**config.mk**
```make
export PLATFORM = sky130hd
export DESIGN_NAME = dmem_arbiter_flat
export DESIGN_NICKNAME = d
export VERILOG_FILES = /design/src/rtl/dmem_arb_pkg.sv /design/src/rtl/dmem_arbiter_if.sv /design/src/rtl/rr_arb2.sv /design/src/rtl/dmem_arbiter.sv /design/src/flat_wrapper.sv
export SDC_FILE = /design/constraint.sdc
export NUM_CORES = 1
export LEC_CHECK = 0
export ABC_AREA = 1
export BUFFER_PORTS_ARGS = -buffer_cell sky130_fd_sc_hd__buf_2
export CAP_MARGIN = 40
export CORE_ASPECT_RATIO = 1.1
export CORE_MARGIN = 2
export CORE_UTILIZATION = 31
export CTS_BUF_LIST = sky130_fd_sc_hd__clkbuf_16
export DETAILED_ROUTE_END_ITERATION = 16
export GPL_TIMING_DRIVEN = 0
export HOLD_SLACK_MARGIN = 0.06
export SYNTH_ARGS = -nofsm -noshare
export SYNTH_HDL_FRONTEND = slang
export SYNTH_SLANG_ARGS = --single-unit
```
**constraint.sdc**
```tcl
create_clock -name clk -period 6.05 [get_ports clk]
set_clock_uncertainty 0.2 [all_clocks]
set_input_delay 1.21 -clock clk [delete_from_list [all_inputs] [get_ports clk]]
set_output_delay 1.21 -clock clk [all_outputs]
set_load 0.005 [all_outputs]
```
**src/rtl/dmem_arb_pkg.sv**
```systemverilog
// Shared types for the data-memory arbiter: FSM state encoding,
// access-width codes and the alignment predicate.
package dmem_arb_pkg;

  typedef enum logic [1:0] {
    ST_IDLE   = 2'd0,
    ST_ACCESS = 2'd1,
    ST_RESP   = 2'd2
  } state_t;

  localparam logic [1:0] WIDTH_WORD = 2'b00;
  localparam logic [1:0] WIDTH_HALF = 2'b01;
  localparam logic [1:0] WIDTH_BYTE = 2'b10;

  // Code 11 is treated as a word access.
  function automatic logic misaligned(
    input logic [1:0] addr_lo,
    input logic [1:0] width
  );
    logic bad;
    bad = 1'b0;
    unique case (1'b1)
      (width == WIDTH_BYTE): bad = 1'b0;
      (width == WIDTH_HALF): bad = addr_lo[0];
      default:               bad = |addr_lo;
    endcase
    return bad;
  endfunction

endpackage

```
**src/rtl/dmem_arbiter_if.sv**
```systemverilog
// Bus bundle between two requesters, the arbiter and data memory.
// slave: arbiter view. master: requester/memory (testbench) view.
interface dmem_arbiter_if #(
  parameter int ADDR_W = 32,
  parameter int DATA_W = 32
);

  logic              m0_valid;
  logic              m0_ready;
  logic [ADDR_W-1:0] m0_addr;
  logic [DATA_W-1:0] m0_wdata;
  logic              m0_wen;
  logic [1:0]        m0_width;
  logic              m0_rvalid;
  logic [DATA_W-1:0] m0_rdata;

  logic              m1_valid;
  logic              m1_ready;
  logic [ADDR_W-1:0] m1_addr;
  logic [DATA_W-1:0] m1_wdata;
  logic              m1_wen;
  logic [1:0]        m1_width;
  logic              m1_rvalid;
  logic [DATA_W-1:0] m1_rdata;

  logic [ADDR_W-1:0] mem_addr;
  logic [DATA_W-1:0] mem_wdata;
  logic              mem_wen;
  logic [1:0]        mem_width;
  logic [DATA_W-1:0] mem_dout;
  logic              err;

  modport slave (
    input  m0_valid, m0_addr, m0_wdata,
    input  m0_wen, m0_width,
    output m0_ready, m0_rvalid, m0_rdata,
    input  m1_valid, m1_addr, m1_wdata,
    input  m1_wen, m1_width,
    output m1_ready, m1_rvalid, m1_rdata,
    output mem_addr, mem_wdata, mem_wen,
    output mem_width, err,
    input  mem_dout
  );

  modport master (
    output m0_valid, m0_addr, m0_wdata,
    output m0_wen, m0_width,
    input  m0_ready, m0_rvalid, m0_rdata,
    output m1_valid, m1_addr, m1_wdata,
    output m1_wen, m1_width,
    input  m1_ready, m1_rvalid, m1_rdata,
    input  mem_addr, mem_wdata, mem_wen,
    input  mem_width, err,
    output mem_dout
  );

endinterface

```
**src/rtl/rr_arb2.sv**
```systemverilog
// Two-way round-robin pick with its priority flop.
// Ports: clk, rst, i_en (arbitrate this cycle), i_req[1:0], o_grant[1:0].
module rr_arb2 (
  input  logic       clk,
  input  logic       rst,
  input  logic       i_en,
  input  logic [1:0] i_req,
  output logic [1:0] o_grant
);

  // 0: requester 0 holds priority, 1: requester 1 does.
  logic       r_prio;
  logic [1:0] w_pick;

  always_comb begin
    w_pick = 2'b00;
    unique case (1'b1)
      (i_req == 2'b11): w_pick = r_prio ? 2'b10 : 2'b01;
      default:          w_pick = i_req;
    endcase
  end

  assign o_grant = i_en ? w_pick : 2'b00;

  // Priority passes to whoever was not granted.
  always_ff @(posedge clk or posedge rst) begin
    if (rst) begin
      r_prio <= 1'b0;
    end else if (|o_grant) begin
      r_prio <= o_grant[0];
    end
  end

endmodule

```
**src/rtl/dmem_arbiter.sv**
```systemverilog
// Two-requester data-memory arbiter: IDLE -> ACCESS -> RESP per access.
// Ports: clk, rst (async, active-high), bus (dmem_arbiter_if.slave).
// Optional macro DMEM_ARB_ALIGN_CHK_EN enables misalignment checking.
module dmem_arbiter
  import dmem_arb_pkg::*;
#(
  parameter int ADDR_W = 32,
  parameter int DATA_W = 32
) (
  input logic           clk,
  input logic           rst,
  dmem_arbiter_if.slave bus
);

  state_t r_state;
  state_t w_next;

  logic [ADDR_W-1:0] r_addr;
  logic [DATA_W-1:0] r_wdata;
  logic              r_wen;
  logic [1:0]        r_width;
  logic              r_id;
  logic [DATA_W-1:0] r_rdata0;
  logic [DATA_W-1:0] r_rdata1;

  logic [1:0]        w_grant;
  logic              w_accept;
  logic              w_idle;
  logic              w_bad;
  logic              w_mem_wen;
  logic              w_rv0;
  logic              w_rv1;
  logic              w_err;
  logic [DATA_W-1:0] w_ret;

  // Ready is also masked during reset so nothing is accepted then.
  assign w_idle   = (r_state == ST_IDLE) && !rst;
  assign w_accept = |w_grant;

  rr_arb2 u_rr (
    .clk     (clk),
    .rst     (rst),
    .i_en    (w_idle),
    .i_req   ({bus.m1_valid, bus.m0_valid}),
    .o_grant (w_grant)
  );

`ifdef DMEM_ARB_ALIGN_CHK_EN
  assign w_bad = misaligned(r_addr[1:0], r_width);
`else
  assign w_bad = 1'b0;
`endif

  // Stores and rejected accesses return zero.
  assign w_ret = (r_wen || w_bad) ? '0 : bus.mem_dout;

  always_ff @(posedge clk or posedge rst) begin
    if (rst) begin
      r_state <= ST_IDLE;
    end else begin
      r_state <= w_next;
    end
  end

  always_comb begin
    w_next    = r_state;
    w_mem_wen = 1'b0;
    w_rv0     = 1'b0;
    w_rv1     = 1'b0;
    w_err     = 1'b0;
    unique case (r_state)
      ST_IDLE: begin
        if (w_accept) w_next = ST_ACCESS;
      end
      ST_ACCESS: begin
        w_next    = ST_RESP;
        w_mem_wen = r_wen && !w_bad;
      end
      ST_RESP: begin
        w_next = ST_IDLE;
        w_rv0  = !r_id;
        w_rv1  = r_id;
        w_err  = w_bad;
      end
      default: w_next = ST_IDLE;
    endcase
  end

  always_ff @(posedge clk or posedge rst) begin
    if (rst) begin
      r_addr  <= '0;
      r_wdata <= '0;
      r_wen   <= 1'b0;
      r_width <= WIDTH_WORD;
      r_id    <= 1'b0;
    end else if (w_accept) begin
      r_id <= w_grant[1];
      unique case (1'b1)
        w_grant[1]: begin
          r_addr  <= bus.m1_addr;
          r_wdata <= bus.m1_wdata;
          r_wen   <= bus.m1_wen;
          r_width <= bus.m1_width;
        end
        default: begin
          r_addr  <= bus.m0_addr;
          r_wdata <= bus.m0_wdata;
          r_wen   <= bus.m0_wen;
          r_width <= bus.m0_width;
        end
      endcase
    end
  end

  // Read data is captured at the end of ACCESS and held.
  always_ff @(posedge clk or posedge rst) begin
    if (rst) begin
      r_rdata0 <= '0;
      r_rdata1 <= '0;
    end else if (r_state == ST_ACCESS) begin
      if (r_id) r_rdata1 <= w_ret;
      else      r_rdata0 <= w_ret;
    end
  end

  assign bus.m0_ready  = w_grant[0];
  assign bus.m1_ready  = w_grant[1];
  assign bus.m0_rvalid = w_rv0;
  assign bus.m1_rvalid = w_rv1;
  assign bus.m0_rdata  = r_rdata0;
  assign bus.m1_rdata  = r_rdata1;
  assign bus.mem_addr  = r_addr;
  assign bus.mem_wdata = r_wdata;
  assign bus.mem_width = r_width;
  assign bus.mem_wen   = w_mem_wen;
  assign bus.err       = w_err;

endmodule

```
**src/flat_wrapper.sv**
```systemverilog
// flat-port wrapper written by rule: the top's interface ports become plain ports
module dmem_arbiter_flat import dmem_arb_pkg::*;
#(
  parameter int ADDR_W = 32,
  parameter int DATA_W = 32
)
  (clk, rst, bus_m0_valid, bus_m0_addr, bus_m0_wdata, bus_m0_wen, bus_m0_width, bus_m0_ready, bus_m0_rvalid, bus_m0_rdata, bus_m1_valid, bus_m1_addr, bus_m1_wdata, bus_m1_wen, bus_m1_width, bus_m1_ready, bus_m1_rvalid, bus_m1_rdata, bus_mem_addr, bus_mem_wdata, bus_mem_wen, bus_mem_width, bus_err, bus_mem_dout);
  dmem_arbiter_if #(.ADDR_W(ADDR_W), .DATA_W(DATA_W)) bus_i ();
  input logic clk;
  input logic rst;
  input wire logic [$bits(bus_i.m0_valid)-1:0] bus_m0_valid;
  input wire logic [$bits(bus_i.m0_addr)-1:0] bus_m0_addr;
  input wire logic [$bits(bus_i.m0_wdata)-1:0] bus_m0_wdata;
  input wire logic [$bits(bus_i.m0_wen)-1:0] bus_m0_wen;
  input wire logic [$bits(bus_i.m0_width)-1:0] bus_m0_width;
  output wire logic [$bits(bus_i.m0_ready)-1:0] bus_m0_ready;
  output wire logic [$bits(bus_i.m0_rvalid)-1:0] bus_m0_rvalid;
  output wire logic [$bits(bus_i.m0_rdata)-1:0] bus_m0_rdata;
  input wire logic [$bits(bus_i.m1_valid)-1:0] bus_m1_valid;
  input wire logic [$bits(bus_i.m1_addr)-1:0] bus_m1_addr;
  input wire logic [$bits(bus_i.m1_wdata)-1:0] bus_m1_wdata;
  input wire logic [$bits(bus_i.m1_wen)-1:0] bus_m1_wen;
  input wire logic [$bits(bus_i.m1_width)-1:0] bus_m1_width;
  output wire logic [$bits(bus_i.m1_ready)-1:0] bus_m1_ready;
  output wire logic [$bits(bus_i.m1_rvalid)-1:0] bus_m1_rvalid;
  output wire logic [$bits(bus_i.m1_rdata)-1:0] bus_m1_rdata;
  output wire logic [$bits(bus_i.mem_addr)-1:0] bus_mem_addr;
  output wire logic [$bits(bus_i.mem_wdata)-1:0] bus_mem_wdata;
  output wire logic [$bits(bus_i.mem_wen)-1:0] bus_mem_wen;
  output wire logic [$bits(bus_i.mem_width)-1:0] bus_mem_width;
  output wire logic [$bits(bus_i.err)-1:0] bus_err;
  input wire logic [$bits(bus_i.mem_dout)-1:0] bus_mem_dout;
  assign bus_i.m0_valid = bus_m0_valid;
  assign bus_i.m0_addr = bus_m0_addr;
  assign bus_i.m0_wdata = bus_m0_wdata;
  assign bus_i.m0_wen = bus_m0_wen;
  assign bus_i.m0_width = bus_m0_width;
  assign bus_m0_ready = bus_i.m0_ready;
  assign bus_m0_rvalid = bus_i.m0_rvalid;
  assign bus_m0_rdata = bus_i.m0_rdata;
  assign bus_i.m1_valid = bus_m1_valid;
  assign bus_i.m1_addr = bus_m1_addr;
  assign bus_i.m1_wdata = bus_m1_wdata;
  assign bus_i.m1_wen = bus_m1_wen;
  assign bus_i.m1_width = bus_m1_width;
  assign bus_m1_ready = bus_i.m1_ready;
  assign bus_m1_rvalid = bus_i.m1_rvalid;
  assign bus_m1_rdata = bus_i.m1_rdata;
  assign bus_mem_addr = bus_i.mem_addr;
  assign bus_mem_wdata = bus_i.mem_wdata;
  assign bus_mem_wen = bus_i.mem_wen;
  assign bus_mem_width = bus_i.mem_width;
  assign bus_err = bus_i.err;
  assign bus_i.mem_dout = bus_mem_dout;
  dmem_arbiter #(.ADDR_W(ADDR_W), .DATA_W(DATA_W)) u_core (.clk(clk), .rst(rst), .bus(bus_i));
endmodule
```
# After elaboration in Yosys (flattened, before gate mapping)
# Cells that the tools add are included.
# word_totals
regBits	135
inputBits	170
# op_classes
n_mux	13
n_eq_ne	4
n_bitwise	1
n_reduce_logical	7
# ops
cell	count
2-to-1 mux 32 bit	3
2-to-1 mux 2 bit	5
== test 2 bit, second input constant	2
2-to-1 mux 1 bit	4
case mux 2 bit (2 select lines)	1
AND reduction 2 bit	2
== test 2 x 1 -> 1 bit, second input constant	1
logical NOT 1 bit	2
logical NOT 2 bit	1
!= test 2 x 1 -> 1 bit, second input constant	1
OR reduction 2 bit	1
logical AND 1 bit	1
inverter 1 bit	1

# Logic depth before layout (Yosys ltp)
# Gate-level depths: netlist (run 1).
# depth
ltp_word	6
depth_mapped	9

# Modules after synthesis
# From an unflattened synthesis (run 1), not the netlist that was laid out.
# hier_totals
hier_cells	735
hier_area_um2	5909.4
# by_module_without_submodules
mod	cells_per_inst	area_each_um2	n_inst
dmem_arbiter	723	5841.9	1
rr_arb2	12	67.6	1

# Least setup slack after synthesis (run 1)
# No wires, ideal clock.
# synth_path
path_kind	input to output
from	in bus_m0_valid
to	out bus_m1_ready
required_ps	4640
arrival_ps	1809
cell_stages	6
setup_slack_ps	2831
path_cell_list	inv_1 > nand2_1 > nand2_1 > nand2_1 > buf_2 > inv_1
# synth_between
elab_chain_cells	3
# synth_lines
element	line_no	source
start, declared	flat_wrapper.sv:11	input wire logic [$bits(bus_i.m0_valid)-1:0] bus_m0_valid;
== test 2 bit	rr_arb2.sv:18	(i_req == 2'b11): w_pick = r_prio ? 2'b10 : 2'b01;
2-to-1 mux 2 bit	rr_arb2.sv:17	unique case (1'b1)
2-to-1 mux 2 bit	rr_arb2.sv:23	assign o_grant = i_en ? w_pick : 2'b00;
end, declared	flat_wrapper.sv:24	output wire logic [$bits(bus_i.m1_ready)-1:0] bus_m1_ready;
# Every way passes these cells.

# Final worst setup path (run 1)
# layout_path
from	in rst
to	out bus_m1_ready
# layout_between
elab_chain_cells	3
# layout_lines
element	line_no	source
start, declared	flat_wrapper.sv:10	input logic rst;
logical NOT 1 bit	dmem_arbiter.sv:37	assign w_idle = (r_state == ST_IDLE) && !rst;
logical AND 1 bit	dmem_arbiter.sv:37	
2-to-1 mux 2 bit	rr_arb2.sv:23	
# Every way passes these cells.

==> flow_summary.ini, run 1 <==
[status]
status = complete, no violations

[timing]
grt_setup_unrepaired = no
period_share = 0.642
fmax_ghz = 0.258
drv_slew = 0
min_period_ns = 3.88
setup-violations-final = 0
slew-limit-headroom = 0.480
hold_viol = 0
worst_slew_pin_slew_ns = 0.779

[grt]
antenna_found_initial = 1
grt_max_degree = 84
first_global_vias = 6656
gr-usage-all-layers = 0.201
overflow = 0
grt_pass1_wl_mm = 34.9

[placement]
routabilityCongestion = 0.836
postPlaceCellArea_sq_um = 8540
numPlacedInstances = 1482
portBuffers = 304
dpl.hpwl_mm = 17.0

[clock_tree]
insertion_delay_ns = 0.42
cts.clk_slew.worst_paths_ns = 0.06
clock_path_buffers = 2
postCtsResizedCells = 0
clock_sinks = 135
ctsHoldBuffers = 0
cts_tree = yes
htreeDepth = 4
cts_inserted_buffers = 17
post_cts.repair.setup_buffers = 0
cts_root_buf = clkbuf_16

[synthesis]
avgSynthCellArea_sq_um = 7.47
synth_fp_nets = 1057
ys_seq_area_frac = 0.510
syn_inst = 887
ys_ff_latch = 135
syn_area_sq_um = 6630
ys_warn_count = 0
ys_types = 17

[setup_path]
slowest_stage = nor2_4
arrival_ns = 2.47
start_kind = input pin
worstSetupPathType = in -> out
r2r_setup_slack_ns = 4.10
required_ns = 4.64
endpoint_kind = output pin
cpMostUsedCell = buf_2
path_cells = buf_2, nor2_4, nand2_1, buf_2, inv_1, buf_2
worstPathMaxFanout = 10
max_stage_delay_ns = 0.34

[power_and_ir_drop]
p_leak_uw = 0.00538
power_density_nw_per_um2 = 438
peakVddDrop_mv = 0.180

[cells_and_area]
fin_cells = 1515
drive_gt1_frac = 0.314
mostFrequentLayoutCells = buf_2 (340), nand2_1 (270), nand3_1 (203)
final_common_cell = buf_2
finalInstanceArea_sq_um = 9100
nets = 1381
area_growth_syn_to_layout_pct = 37.3

[die]
core.rowCount = 56
dieArea_sq_um = 22600
core-area_sq_um = 21200
fp.dieH_microns = 157
start_util = 0.313
die_w_microns = 143
io_pins = 306

[routing]
wl_per_cell_microns = 14.8
drt_iter0_markers = 228
route.detailed.drc = 0
dr_total_vias = 6881
via_per_inst = 4.54
first_pass_iters = 4
postRouteAntennaNets = 0
drt-total-wl_mm = 22.5

[min_path]
hp-class = reg -> reg

[job]
maxCapViolations = 0
[critical path: cells and delay by family]
family | cells | cell delay (ns)
and+or+nand+nor | 2 | 0.65
buffers and inverters | 4 | 0.61
[final cells by class]
class	instances	area, sq um
Buffer	66	323
Multi-Input combinational cell	578	2520
Tap cell	290	363
Clock buffer	17	425
Clock inverter	15	128
Fill cell	2289	12100
Sequential cell	135	3380
Antenna cell	1	2.50
Inverter	108	410
Timing Repair Buffer	305	1550
[sequential cells by signal, summed over array words and instances (netlist names), 2 cells and up]
signal,flops
u_core.bus.m0_rdata,32
u_core.bus.m1_rdata,32
u_core.bus.mem_addr,32
u_core.bus.mem_wdata,32
u_core.bus.mem_width,2
u_core.r_state,2
[worst paths after layout]
check,depth (start not counted),start,to
max in group asynchronous,3,rst,u_core.bus.m1_rdata[27]
max,6,rst,bus_m1_ready
min reg2reg,2,u_core.bus.m1_rdata[8],u_core.bus.m1_rdata[8]
min,2,u_core.bus.m1_rdata[8],u_core.bus.m1_rdata[8]
max reg2reg,7,u_core.r_state[0],u_core.r_wen
min in group asynchronous,2,rst,u_core.r_state[0]
[layer usage]
metal	wire length, microns	track usage	vias up
met5	0	0	-
met4	361	0.0677	0
met3	1760	0.0663	22
met2	11100	0.346	253
met1	9300	0.234	3165
li1	-	-	3441
[through the flow]
stage | worst slack (ns) | TNS (ns) | util | total power [uW] | hold WS (ns)
finish | 2.17 | 0 | 0.430 | 3990 | 0.283
global route | 2.05 | 0 | 0.430 | 4300 | 0.319
CTS | 2.13 | 0 | 0.430 | 4040 | 0.284
detailed placement | 2.14 | 0 | 0.404 | 3030 | 0.269
global placement | -0.943 | -126.20 | 0.402 | 3010 | 0.265
floorplan | 1.03 | 0 | - | 2260 | 0.277
[power breakdown]
part	internal (uW)	switching (uW)	leakage, uW
sequential	1290	222	0.00170
combinational	597	889	0.00342
clock	565	420	0.000265
total	2460	1530	0.00538
[kinds of logic after synthesis]
family                 Yosys count  share of synthesized area
other                            1                   0.000566
AND/OR/NAND/NOR                511                      0.329
flip-flops                     135                      0.510
AO/OA/AOI/OAI                   66                     0.0504
buffers and inverters          174                      0.110
[cell usage after synthesis]
cell / instances / area, sq um
nor2_1: 35 / 131
dfrtp_1: 135 / 3380
nand3_1: 203 / 1020
buf_4: 6 / 45.0
conb_1: 1 / 3.75
o21ai_1: 7 / 35.0
inv_1: 105 / 394
clkbuf_1: 20 / 75.1
inv_2: 3 / 11.3
buf_1: 3 / 11.3
buf_6: 1 / 11.3
o21ai_0: 58 / 290
nor3_1: 2 / 10.0
buf_2: 36 / 180
a21oi_2: 1 / 8.76
nor2_4: 1 / 11.3
nand2_1: 270 / 1010
Note: power is estimated with default switching activity, not from simulation.
==> run 2: changes to the inputs <==
clock period = 3.7 ns   (was 6.05 ns; I/O delays follow)
==> flow_summary.ini, run 2 (synthesis results as in run 1) <==
[die]
fp.dieH_microns = 157
die_w_microns = 143
core.rowCount = 56
start_util = 0.313
io_pins = 306
core-area_sq_um = 21200
dieArea_sq_um = 22600

[power_and_ir_drop]
clock_power_share = 0.274
p_total_uw = 6740
p_int_uw = 4290
switching_share = 0.364
power_density_nw_per_um2 = 730
power_frac_comb = 0.360
p_seq_frac = 0.367
p_leak_uw = 0.00545
switchingPower_uw = 2450
peakVddDrop_mv = 0.297

[routing]
met1_length_mm = 9.22
route.detailed.drc = 0
wl_met2_mm = 10.7
first_pass_iters = 5
dr_total_vias = 6892
drt-total-wl_mm = 22.1
top_layer = met5
drt_iter0_markers = 223
wl_met3_mm = 1.72
wl_per_cell_microns = 14.6
postRouteAntennaNets = 0
via_per_inst = 4.54

[grt]
grt_pass1_wl_mm = 34.8
antenna_found_initial = 2
first_global_vias = 6699
grt_max_degree = 39
gr-usage-all-layers = 0.198
overflow = 0

[placement]
routabilityCongestion = 0.859
postPlaceCellArea_sq_um = 8600
numPlacedInstances = 1485
portBuffers = 304
dpl.hpwl_mm = 17.0

[setup_path]
start_kind = register
worstPathMaxFanout = 10
endpoint_kind = output pin
worstSetupPathType = reg -> out
arrival_ns = 2.06
required_ns = 2.76

[cells_and_area]
fillCellCount = 2265
final_common_cell = buf_2
fin_cells = 1517
fin_util = 0.437
antenna_cells = 0
mostFrequentLayoutCells = buf_2 (340), nand2_1 (270), nand3_1 (203)
seq_area_sq_um = 3380
multi_input_area_sq_um = 2520
nets = 1384
drive_gt1_frac = 0.313
finalInstanceArea_sq_um = 9240
area_growth_syn_to_layout_pct = 39.4

[timing]
worst_slew_pin_slew_ns = 0.516
drv_slew = 0
slew-limit-headroom = 0.655
min_period_ns = 3.00
tns_ns = 0
period_share = 0.811
hold_viol = 0
fmax_ghz = 0.333
grt_setup_unrepaired = no
setup-violations-final = 0

[clock_tree]
ctsHoldBuffers = 0
post_cts.repair.setup_buffers = 0
cts_root_buf = clkbuf_16
insertion_delay_ns = 0.41
clock_sinks = 135
cts_tree = yes
clock_path_buffers = 2
cts.clk_slew.worst_paths_ns = 0.06
cts_inserted_buffers = 17
postCtsResizedCells = 0
htreeDepth = 4

[job]
maxCapViolations = 0

[min_path]
hp-class = in -> async

[status]
status = complete, no violations
==> run 2: path summary, 6_finish.rpt <==
kind                                         from                       end  slack, ns  depth (start not counted)
max reg2reg                     u_core.r_state[0]  u_core.bus.mem_wdata[26]       1.73                          7
max                             u_core.r_state[0]              bus_m1_ready       0.70                          7
min reg2reg                u_core.bus.m1_rdata[8]    u_core.bus.m1_rdata[8]       0.28                          2
max in group asynchronous                     rst   u_core.bus.m1_rdata[20]       2.44                          4
min in group clk           u_core.bus.m1_rdata[8]    u_core.bus.m1_rdata[8]       0.28                          2
min                                           rst  u_core.bus.mem_wdata[24]       0.19                          2
==> run 2: worst max-delay path, stage by stage, from the launching register on <==
cell and delay (ns):
dfrtp_1 0.42, inv_2 0.06, nand2_1 0.07, nor2_4 0.30
nand2_1 0.31, buf_2 0.30, inv_1 0.08, buf_2 0.10
==> run 2: area by class of cell <==
class	count	share of cell area
Timing Repair Buffer	308	0.174
Clock buffer	17	0.0461
Clock inverter	15	0.0228
Inverter	108	0.0443
Buffer	66	0.0349
Tap cell	290	0.0393
Sequential cell	135	0.366
Multi-Input combinational cell	578	0.273
==> run 2: metal layers <==
metal,global-route usage,up-vias
met5,0,-
met4,0.0738,4
met3,0.0575,38
met2,0.339,251
met1,0.236,3152
li1,-,3447
==> run 2: stage by stage <==
step	hold slack, ns	worst slack (ns)
after floorplan	0.277	1.08
final	0.185	0.699
after global placement	0.263	0.00877
after global routing	0.202	0.529
after CTS	0.182	0.593
after detailed placement	0.264	0.688
==> run 2: power groups by stage <==
stage,clock network [uW],logic (uW),registers (uW)
after detailed placement,0,2470,2480
after global placement,0,2420,2480
after floorplan,0,1190,2510
after global routing,1960,2770,2550
final,1840,2420,2470
after CTS,1880,2470,2470
